==> config.mk <==
export PLATFORM = sky130hd
export DESIGN_NAME = fixed_point_complex_multiplier
export DESIGN_NICKNAME = d
export VERILOG_FILES = /design/src/rtl/fxmul_pkg.sv /design/src/rtl/fixed_point_complex_multiplier_round_sat.sv /design/src/rtl/fixed_point_complex_multiplier.sv
export SDC_FILE = /design/constraint.sdc
export NUM_CORES = 2
export LEC_CHECK = 0
export ABC_AREA = 1
export CORE_MARGIN = 2
export CORE_UTILIZATION = 48
export DETAILED_ROUTE_END_ITERATION = 8
export PLACE_DENSITY_LB_ADDON = 0.15
export SLEW_MARGIN = 20
export SYNTH_ARGS = -nofsm -noshare
export SYNTH_HDL_FRONTEND = slang
export SYNTH_SLANG_ARGS = --single-unit
==> constraint.sdc <==
create_clock -name clk -period 10.1 [get_ports clk]
set_input_delay 3.03 -clock clk [delete_from_list [all_inputs] [get_ports clk]]
set_output_delay 3.03 -clock clk [all_outputs]
set_load 0.05 [all_outputs]
==> src/rtl/fxmul_pkg.sv <==
// Shared helpers for the complex multiplier: width arithmetic, saturation limits
// and the round/shift/clamp function. FXMUL_ROUND_EN selects round-half-up over truncation.
package fxmul_pkg;

  localparam int DEF_DATA_WIDTH = 16;
  localparam int DEF_FRAC_A     = 15;
  localparam int DEF_FRAC_B     = 15;
  localparam int DEF_FRAC_P     = 15;

  // All rounding and clamping is evaluated in a 64-bit signed workspace.
  // This caps DATA_WIDTH so that SUM_W plus a rounding carry still fits.
  localparam int CALC_W         = 64;
  localparam int MAX_DATA_WIDTH = 30;

  function automatic int shift_of(input int frac_a, input int frac_b, input int frac_p);
    return frac_a + frac_b - frac_p;
  endfunction

  function automatic int prod_w(input int data_width);
    return 2 * data_width + 1;
  endfunction

  function automatic int sum_w(input int data_width);
    return 2 * data_width + 2;
  endfunction

  function automatic logic signed [CALC_W-1:0] sat_max(input int data_width);
    return (64'sd1 <<< (data_width - 1)) - 64'sd1;
  endfunction

  function automatic logic signed [CALC_W-1:0] sat_min(input int data_width);
    return -(64'sd1 <<< (data_width - 1));
  endfunction

  // Returns {flag, result}. Only the low data_width bits of result are meaningful.
  function automatic logic [MAX_DATA_WIDTH:0] sat_round(input logic signed [CALC_W-1:0] value,
                                                        input int shift,
                                                        input int data_width);
    logic signed [CALC_W-1:0] v;
    logic signed [CALC_W-1:0] hi;
    logic signed [CALC_W-1:0] lo;
    logic                     flag;
    logic [MAX_DATA_WIDTH-1:0] res;
    v = value;
`ifdef FXMUL_ROUND_EN
    // Rounding bias is added before clamping, so a carry can push into saturation.
    if (shift > 0) v = v + (64'sd1 <<< (shift - 1));
`endif
    v    = v >>> shift;
    hi   = sat_max(data_width);
    lo   = sat_min(data_width);
    flag = 1'b0;
    res  = v[MAX_DATA_WIDTH-1:0];
    if (v > hi) begin
      flag = 1'b1;
      res  = hi[MAX_DATA_WIDTH-1:0];
    end else if (v < lo) begin
      flag = 1'b1;
      res  = lo[MAX_DATA_WIDTH-1:0];
    end
    return {flag, res};
  endfunction

endpackage

==> src/rtl/fixed_point_complex_multiplier_round_sat.sv <==
// Combinational SUM_W -> DATA_WIDTH scaler: arithmetic shift by SHIFT, optional
// round-half-up (FXMUL_ROUND_EN), then clamp to the signed DATA_WIDTH range.
module fixed_point_round_sat
  import fxmul_pkg::*;
#(
  parameter int DATA_WIDTH = DEF_DATA_WIDTH,
  parameter int SUM_W      = 2 * DEF_DATA_WIDTH + 2,
  parameter int SHIFT      = DEF_FRAC_A + DEF_FRAC_B - DEF_FRAC_P
) (
  input  logic signed [SUM_W-1:0]      value,
  output logic signed [DATA_WIDTH-1:0] result,
  output logic                         sat
);

  logic signed [CALC_W-1:0]   value_ext;
  // Upper result bits beyond DATA_WIDTH are don't-care and intentionally dropped.
  logic [MAX_DATA_WIDTH:0]    rs_word_unused;

  assign value_ext      = CALC_W'(value);
  assign rs_word_unused = sat_round(value_ext, SHIFT, DATA_WIDTH);
  assign sat            = rs_word_unused[MAX_DATA_WIDTH];
  assign result         = rs_word_unused[DATA_WIDTH-1:0];

endmodule

==> src/rtl/fixed_point_complex_multiplier.sv <==
// Three-stage saturating complex multiplier P = A*B or A*conj(B) with valid/ready
// streaming. Build with FXMUL_ROUND_EN for round-half-up, otherwise truncation.
module fixed_point_complex_multiplier
  import fxmul_pkg::*;
#(
  parameter int DATA_WIDTH = DEF_DATA_WIDTH,
  parameter int FRAC_A     = DEF_FRAC_A,
  parameter int FRAC_B     = DEF_FRAC_B,
  parameter int FRAC_P     = DEF_FRAC_P
) (
  input  logic                  clk,
  input  logic                  rst,
  input  logic                  in_valid,
  output logic                  in_ready,
  input  logic                  conj_b,
  input  logic [DATA_WIDTH-1:0] a_re,
  input  logic [DATA_WIDTH-1:0] a_im,
  input  logic [DATA_WIDTH-1:0] b_re,
  input  logic [DATA_WIDTH-1:0] b_im,
  output logic                  out_valid,
  input  logic                  out_ready,
  output logic [DATA_WIDTH-1:0] p_re,
  output logic [DATA_WIDTH-1:0] p_im,
  output logic [1:0]            sat,
  output logic                  sat_sticky
);

  localparam int SHIFT  = shift_of(FRAC_A, FRAC_B, FRAC_P);
  localparam int PROD_W = prod_w(DATA_WIDTH);
  localparam int SUM_W  = sum_w(DATA_WIDTH);
  localparam int BI_W   = DATA_WIDTH + 1;

  if (SHIFT < 0) begin : g_bad_shift
    $error("FRAC_A + FRAC_B - FRAC_P must be >= 0");
  end
  if (DATA_WIDTH < 2 || DATA_WIDTH > MAX_DATA_WIDTH) begin : g_bad_width
    $error("DATA_WIDTH out of supported range");
  end

  // Handshake: a sample is accepted when in_valid & in_ready, a result is delivered
  // when out_valid & out_ready. The whole pipe advances only when the output slot is
  // free or being drained (adv); otherwise every stage, bubbles included, holds.
  logic adv;

  logic v1_q, v1_d, v2_q, v2_d, v3_q, v3_d;
  logic signed [DATA_WIDTH-1:0] ar1_q, ar1_d, ai1_q, ai1_d, br1_q, br1_d;
  logic signed [BI_W-1:0]       bi1_q, bi1_d, bi_ext;
  logic signed [PROD_W-1:0]     rr_q, rr_d, ii_q, ii_d, ri_q, ri_d, ir_q, ir_d;
  logic signed [SUM_W-1:0]      re_sum, im_sum;
  logic signed [DATA_WIDTH-1:0] re_rs, im_rs;
  logic                         re_flag, im_flag;
  logic signed [DATA_WIDTH-1:0] p_re_q, p_re_d, p_im_q, p_im_d;
  logic [1:0]                   sat_q, sat_d;
  logic                         sat_sticky_q, sat_sticky_d;

  // Widened first so negating the most negative b_im is exact.
  assign bi_ext = BI_W'($signed(b_im));

  assign re_sum = SUM_W'(rr_q) - SUM_W'(ii_q);
  assign im_sum = SUM_W'(ri_q) + SUM_W'(ir_q);

  fixed_point_round_sat #(
    .DATA_WIDTH (DATA_WIDTH),
    .SUM_W      (SUM_W),
    .SHIFT      (SHIFT)
  ) u_rs_re (
    .value  (re_sum),
    .result (re_rs),
    .sat    (re_flag)
  );

  fixed_point_round_sat #(
    .DATA_WIDTH (DATA_WIDTH),
    .SUM_W      (SUM_W),
    .SHIFT      (SHIFT)
  ) u_rs_im (
    .value  (im_sum),
    .result (im_rs),
    .sat    (im_flag)
  );

  always_comb begin
    adv    = !v3_q || out_ready;
    v1_d   = v1_q;
    ar1_d  = ar1_q;
    ai1_d  = ai1_q;
    br1_d  = br1_q;
    bi1_d  = bi1_q;
    v2_d   = v2_q;
    rr_d   = rr_q;
    ii_d   = ii_q;
    ri_d   = ri_q;
    ir_d   = ir_q;
    v3_d   = v3_q;
    p_re_d = p_re_q;
    p_im_d = p_im_q;
    sat_d  = sat_q;
    if (adv) begin
      v1_d   = in_valid;
      ar1_d  = a_re;
      ai1_d  = a_im;
      br1_d  = b_re;
      bi1_d  = conj_b ? -bi_ext : bi_ext;
      v2_d   = v1_q;
      rr_d   = PROD_W'(ar1_q) * PROD_W'(br1_q);
      ii_d   = PROD_W'(ai1_q) * PROD_W'(bi1_q);
      ri_d   = PROD_W'(ar1_q) * PROD_W'(bi1_q);
      ir_d   = PROD_W'(ai1_q) * PROD_W'(br1_q);
      v3_d   = v2_q;
      p_re_d = re_rs;
      p_im_d = im_rs;
      sat_d  = {im_flag, re_flag};
    end
    sat_sticky_d = sat_sticky_q || (v3_q && out_ready && (sat_q != 2'b00));
  end

  always_ff @(posedge clk) begin
    if (rst) begin
      v1_q         <= 1'b0;
      ar1_q        <= '0;
      ai1_q        <= '0;
      br1_q        <= '0;
      bi1_q        <= '0;
      v2_q         <= 1'b0;
      rr_q         <= '0;
      ii_q         <= '0;
      ri_q         <= '0;
      ir_q         <= '0;
      v3_q         <= 1'b0;
      p_re_q       <= '0;
      p_im_q       <= '0;
      sat_q        <= 2'b00;
      sat_sticky_q <= 1'b0;
    end else begin
      v1_q         <= v1_d;
      ar1_q        <= ar1_d;
      ai1_q        <= ai1_d;
      br1_q        <= br1_d;
      bi1_q        <= bi1_d;
      v2_q         <= v2_d;
      rr_q         <= rr_d;
      ii_q         <= ii_d;
      ri_q         <= ri_d;
      ir_q         <= ir_d;
      v3_q         <= v3_d;
      p_re_q       <= p_re_d;
      p_im_q       <= p_im_d;
      sat_q        <= sat_d;
      sat_sticky_q <= sat_sticky_d;
    end
  end

  assign in_ready   = adv;
  assign out_valid  = v3_q;
  assign p_re       = p_re_q;
  assign p_im       = p_im_q;
  assign sat        = sat_q;
  assign sat_sticky = sat_sticky_q;

endmodule

==> reports/summary.txt <==
fillers = 11290
top cells by area, synth = fa_1, inv_1, nand2_1, ha_1, dfxtp_1
CTS buffer count = 31
R2R depth = 20
fmax = 0.1271 GHz
slew of the pin with the lowest slew margin = 1.077 ns
CTS Buffer Depth = 3
vias = 44870
top_reg_cell synth = dfxtp_1
Final Util = 51.21%
Synth Warn # = 0
worst r2r src = ai1_q[1]$_SDFFE_PP0P_
grt ovf = 0
IO Count = 106
synth cell count leaders = inv_1, nand2_1, fa_1, nor2_1, ha_1
Fin Setup TNS = 0 ns
layout cells sized above 1 = 2.708%
nets@finish = 8792
area grow syn2layout = 6.003%
vias in the first global route = 46560
RePlAce Congestion = 0.9248
Worst setup EP type = primary output
cell taking the most area after synthesis = fa_1
RSZ-0062 raised after global routing = false
worst reg2reg endpoint = ii_q[28]$_SDFFE_PP0P_
Rows = 124
endpoints failing setup = 0
Post-synth EDFFs = 0
cell with the most instances after synthesis = inv_1
Setup crit start = out_ready
status = finished, final reports clean
maximum vdd ir drop = 0.2188 mV
TritonCTS Sinks = 233
cts-stage hold buffer count = 0
die height = 342.8 um
PortBufs = 105
average size of a mapped cell = 7.479 um^2
fraction of registers with async set or reset after synthesis = 0%
Critical Path RT = 7.07 ns
GRT Util Overall = 28.67%
starting density of the core = 48.31%
area of the core = 114000 um^2
CTS clk-pin slew, worst paths = 0.07 ns
DRT Pass-1 Iters = 6
final worst slack = 2.231 ns
post-CTS sizing = 0
gate count of the mapped netlist = 7366
worst min path class = register to register
Vias/cell = 5.105
DIE WIDTH = 342.8 um
Pleak = 34.41 nW
Worst Path Max Fanout = 60
Clk Tree Root Cell = clkbuf_16
Final period util = 77.91%
Post-Syn Area = 55090 um^2
CP arrival = 4.84 ns
pre-CTS setup slack = 2.228 ns
post-synth top area share = 39.10%
Pwr Density = 224.2 nW/um^2
r2r setup slk = 3.05 ns
Critical Path Max Stage Delay = 0.88 ns
initial antenna violation count = 6
first-pass GRT wire length = 260600 um
cell family with most CP delay = buffers and inverters
Setup crit start kind = input pin
CP Cell Sequence = clkdlybuf4s50_1 -> nor2_4 -> inv_8 -> clkdlybuf4s50_1
#FFs+latches synth = 233
max cap viols = 0
HPWL after detailed placement = 128900 um
Distinct cells, synth = 48
Setup Crit Path Kind = input pin to primary output
Max H-tree Level = 1
Seq/Total Area, Yosys = 8.467%
count of final hold-check violations = 0
CTS tree = built
maximum number of pins on one net before global-route repair = 136
crit path time final = 7.869 ns
Clock Latency Late Sink = 0.65 ns
Mapped Nets = 8908
most used cell, CP = clkdlybuf4s50_1
# DRC = 0
DRT iter0 DRCs = 3231
antenna-violating nets left = 0
worst rel slew slack = 28.12%
Wirelength per Cell = 18.54 um
Die ar. = 117500 um^2
Slew Viols, Final = 0
Crit-path slowest cell = clkdlybuf4s50_1
Critical Path End = in_ready
WP depth = 4
Worst Skew = 0.02328 ns
post-CTS setup buffers = 0
drt total wl = 162900 um
Buf/Inv on CP = 3
final cells by class:
cell class	instances	area [um^2]	share of cell area, %
Multi-Input combinational cell	4677	41170	70.51
Inverter	2126	7993	13.69
Sequential cell	233	4668	7.994
Tap cell	1512	1892	3.240
Timing Repair Buffer	181	1647	2.820
Clock buffer	37	848.3	1.453
Clock inverter	20	167.7	0.2871
Antenna cell	3	7.507	0.01286
through the flow:
stage	total power, mW	std cells	hold slack, ns	cell area [um^2]
3_3_place_gp	11.85	8729	0.4444	57370
4_1_cts	13.10	8786	0.4620	58380
5_1_grt	14.49	8786	0.4867	58390
6_report	13.10	8789	0.4585	58400
3_5_place_dp	11.83	8729	0.4505	57370
2_1_floorplan	8.664	7366	0.4297	55090
how the worst min path moves through the flow:
stage | from | endpoint | slack [ns] | depth (start not counted)
finish | sat_sticky$_SDFF_PP0_ | sat_sticky$_SDFF_PP0_ | 0.46 | 2
global route | rr_q[0]$_SDFFE_PP0P_ | rr_q[0]$_SDFFE_PP0P_ | 0.49 | 2
CTS | sat_sticky$_SDFF_PP0_ | sat_sticky$_SDFF_PP0_ | 0.46 | 2
detailed placement | sat_sticky$_SDFF_PP0_ | sat_sticky$_SDFF_PP0_ | 0.45 | 2
global placement | sat_sticky$_SDFF_PP0_ | sat_sticky$_SDFF_PP0_ | 0.44 | 2
floorplan | v2_q$_SDFFE_PP0P_ | v2_q$_SDFFE_PP0P_ | 0.43 | 2
report_power, final:
group          internal [mW]  leakage [nW]  switching, mW  total (mW)
Sequential              1.21          1.94          0.289        1.50
Combinational           3.54          32.0           6.93        10.5
Clock                  0.610         0.490          0.515        1.13
Total                   5.36          34.4           7.74        13.1
worst reg2reg max path, stage by stage, from the launching register on:
cell and delay (ns):
dfxtp_1 1.00, buf_4 0.46, nand2_1 0.16, inv_1 0.16, fa_1 0.54, fa_1 0.91
fa_1 0.53, fa_1 0.51, fa_1 0.50, inv_1 0.05, fa_1 0.48, inv_1 0.04
ha_1 0.37, a21oi_1 0.27, o21ai_0 0.22, a221oi_1 0.42, nand2_1 0.09, nand2_1 0.07
nand3_1 0.08, nand2_1 0.08, inv_1 0.03
layout by cell type, fill, tap and decap left out, types with 5 or more instances in the layout:
master	n
inv_1	2121
nand2_1	1618
fa_1	1076
nor2_1	419
ha_1	397
o21ai_0	314
a21oi_1	270
dfxtp_1	230
nand3_1	118
clkdlybuf4s50_1	105
buf_4	74
o21bai_1	69
xor2_1	63
xnor2_1	59
nor3_1	38
nand4_1	34
o211ai_1	32
clkbuf_16	31
o221ai_1	24
or2_2	23
a21o_1	22
nor4_1	14
a31oi_1	11
a21oi_2	11
o21a_1	9
nand2_2	8
a31o_2	6
a211oi_1	6
o21ai_1	6
clkinvlp_4	6
inv_6	5
clkinv_2	5
clkbuf_8	5
sequential cells by signal, summed over array words and instances (netlist names), 2 cells and up:
name / flops
p_re: 16
ri_q: 33
ar1_q: 16
ii_q: 33
ir_q: 32
ai1_q: 16
bi1_q: 17
sat: 2
p_im: 16
rr_q: 32
br1_q: 16
per-layer routing:
layer	part of all wire, %	up-vias	global-route usage [%]
met5	0	-	0
met4	2.8	0	7.739
li1	-	21120	-
met2	47	1380	47.31
met3	7.8	229	4.953
met1	43	22140	38.94
cell families after synthesis:
family / Yosys count / synth area share, %
XOR/XNOR: 122 / 1.940
AO/OA/AOI/OAI: 798 / 8.315
AND/OR/NAND/NOR: 2284 / 16.36
buffers and inverters: 2456 / 16.80
adder cells (fa/ha/maj): 1473 / 48.12
flip-flops: 233 / 8.467
Power figures use the tool's default switching activity.
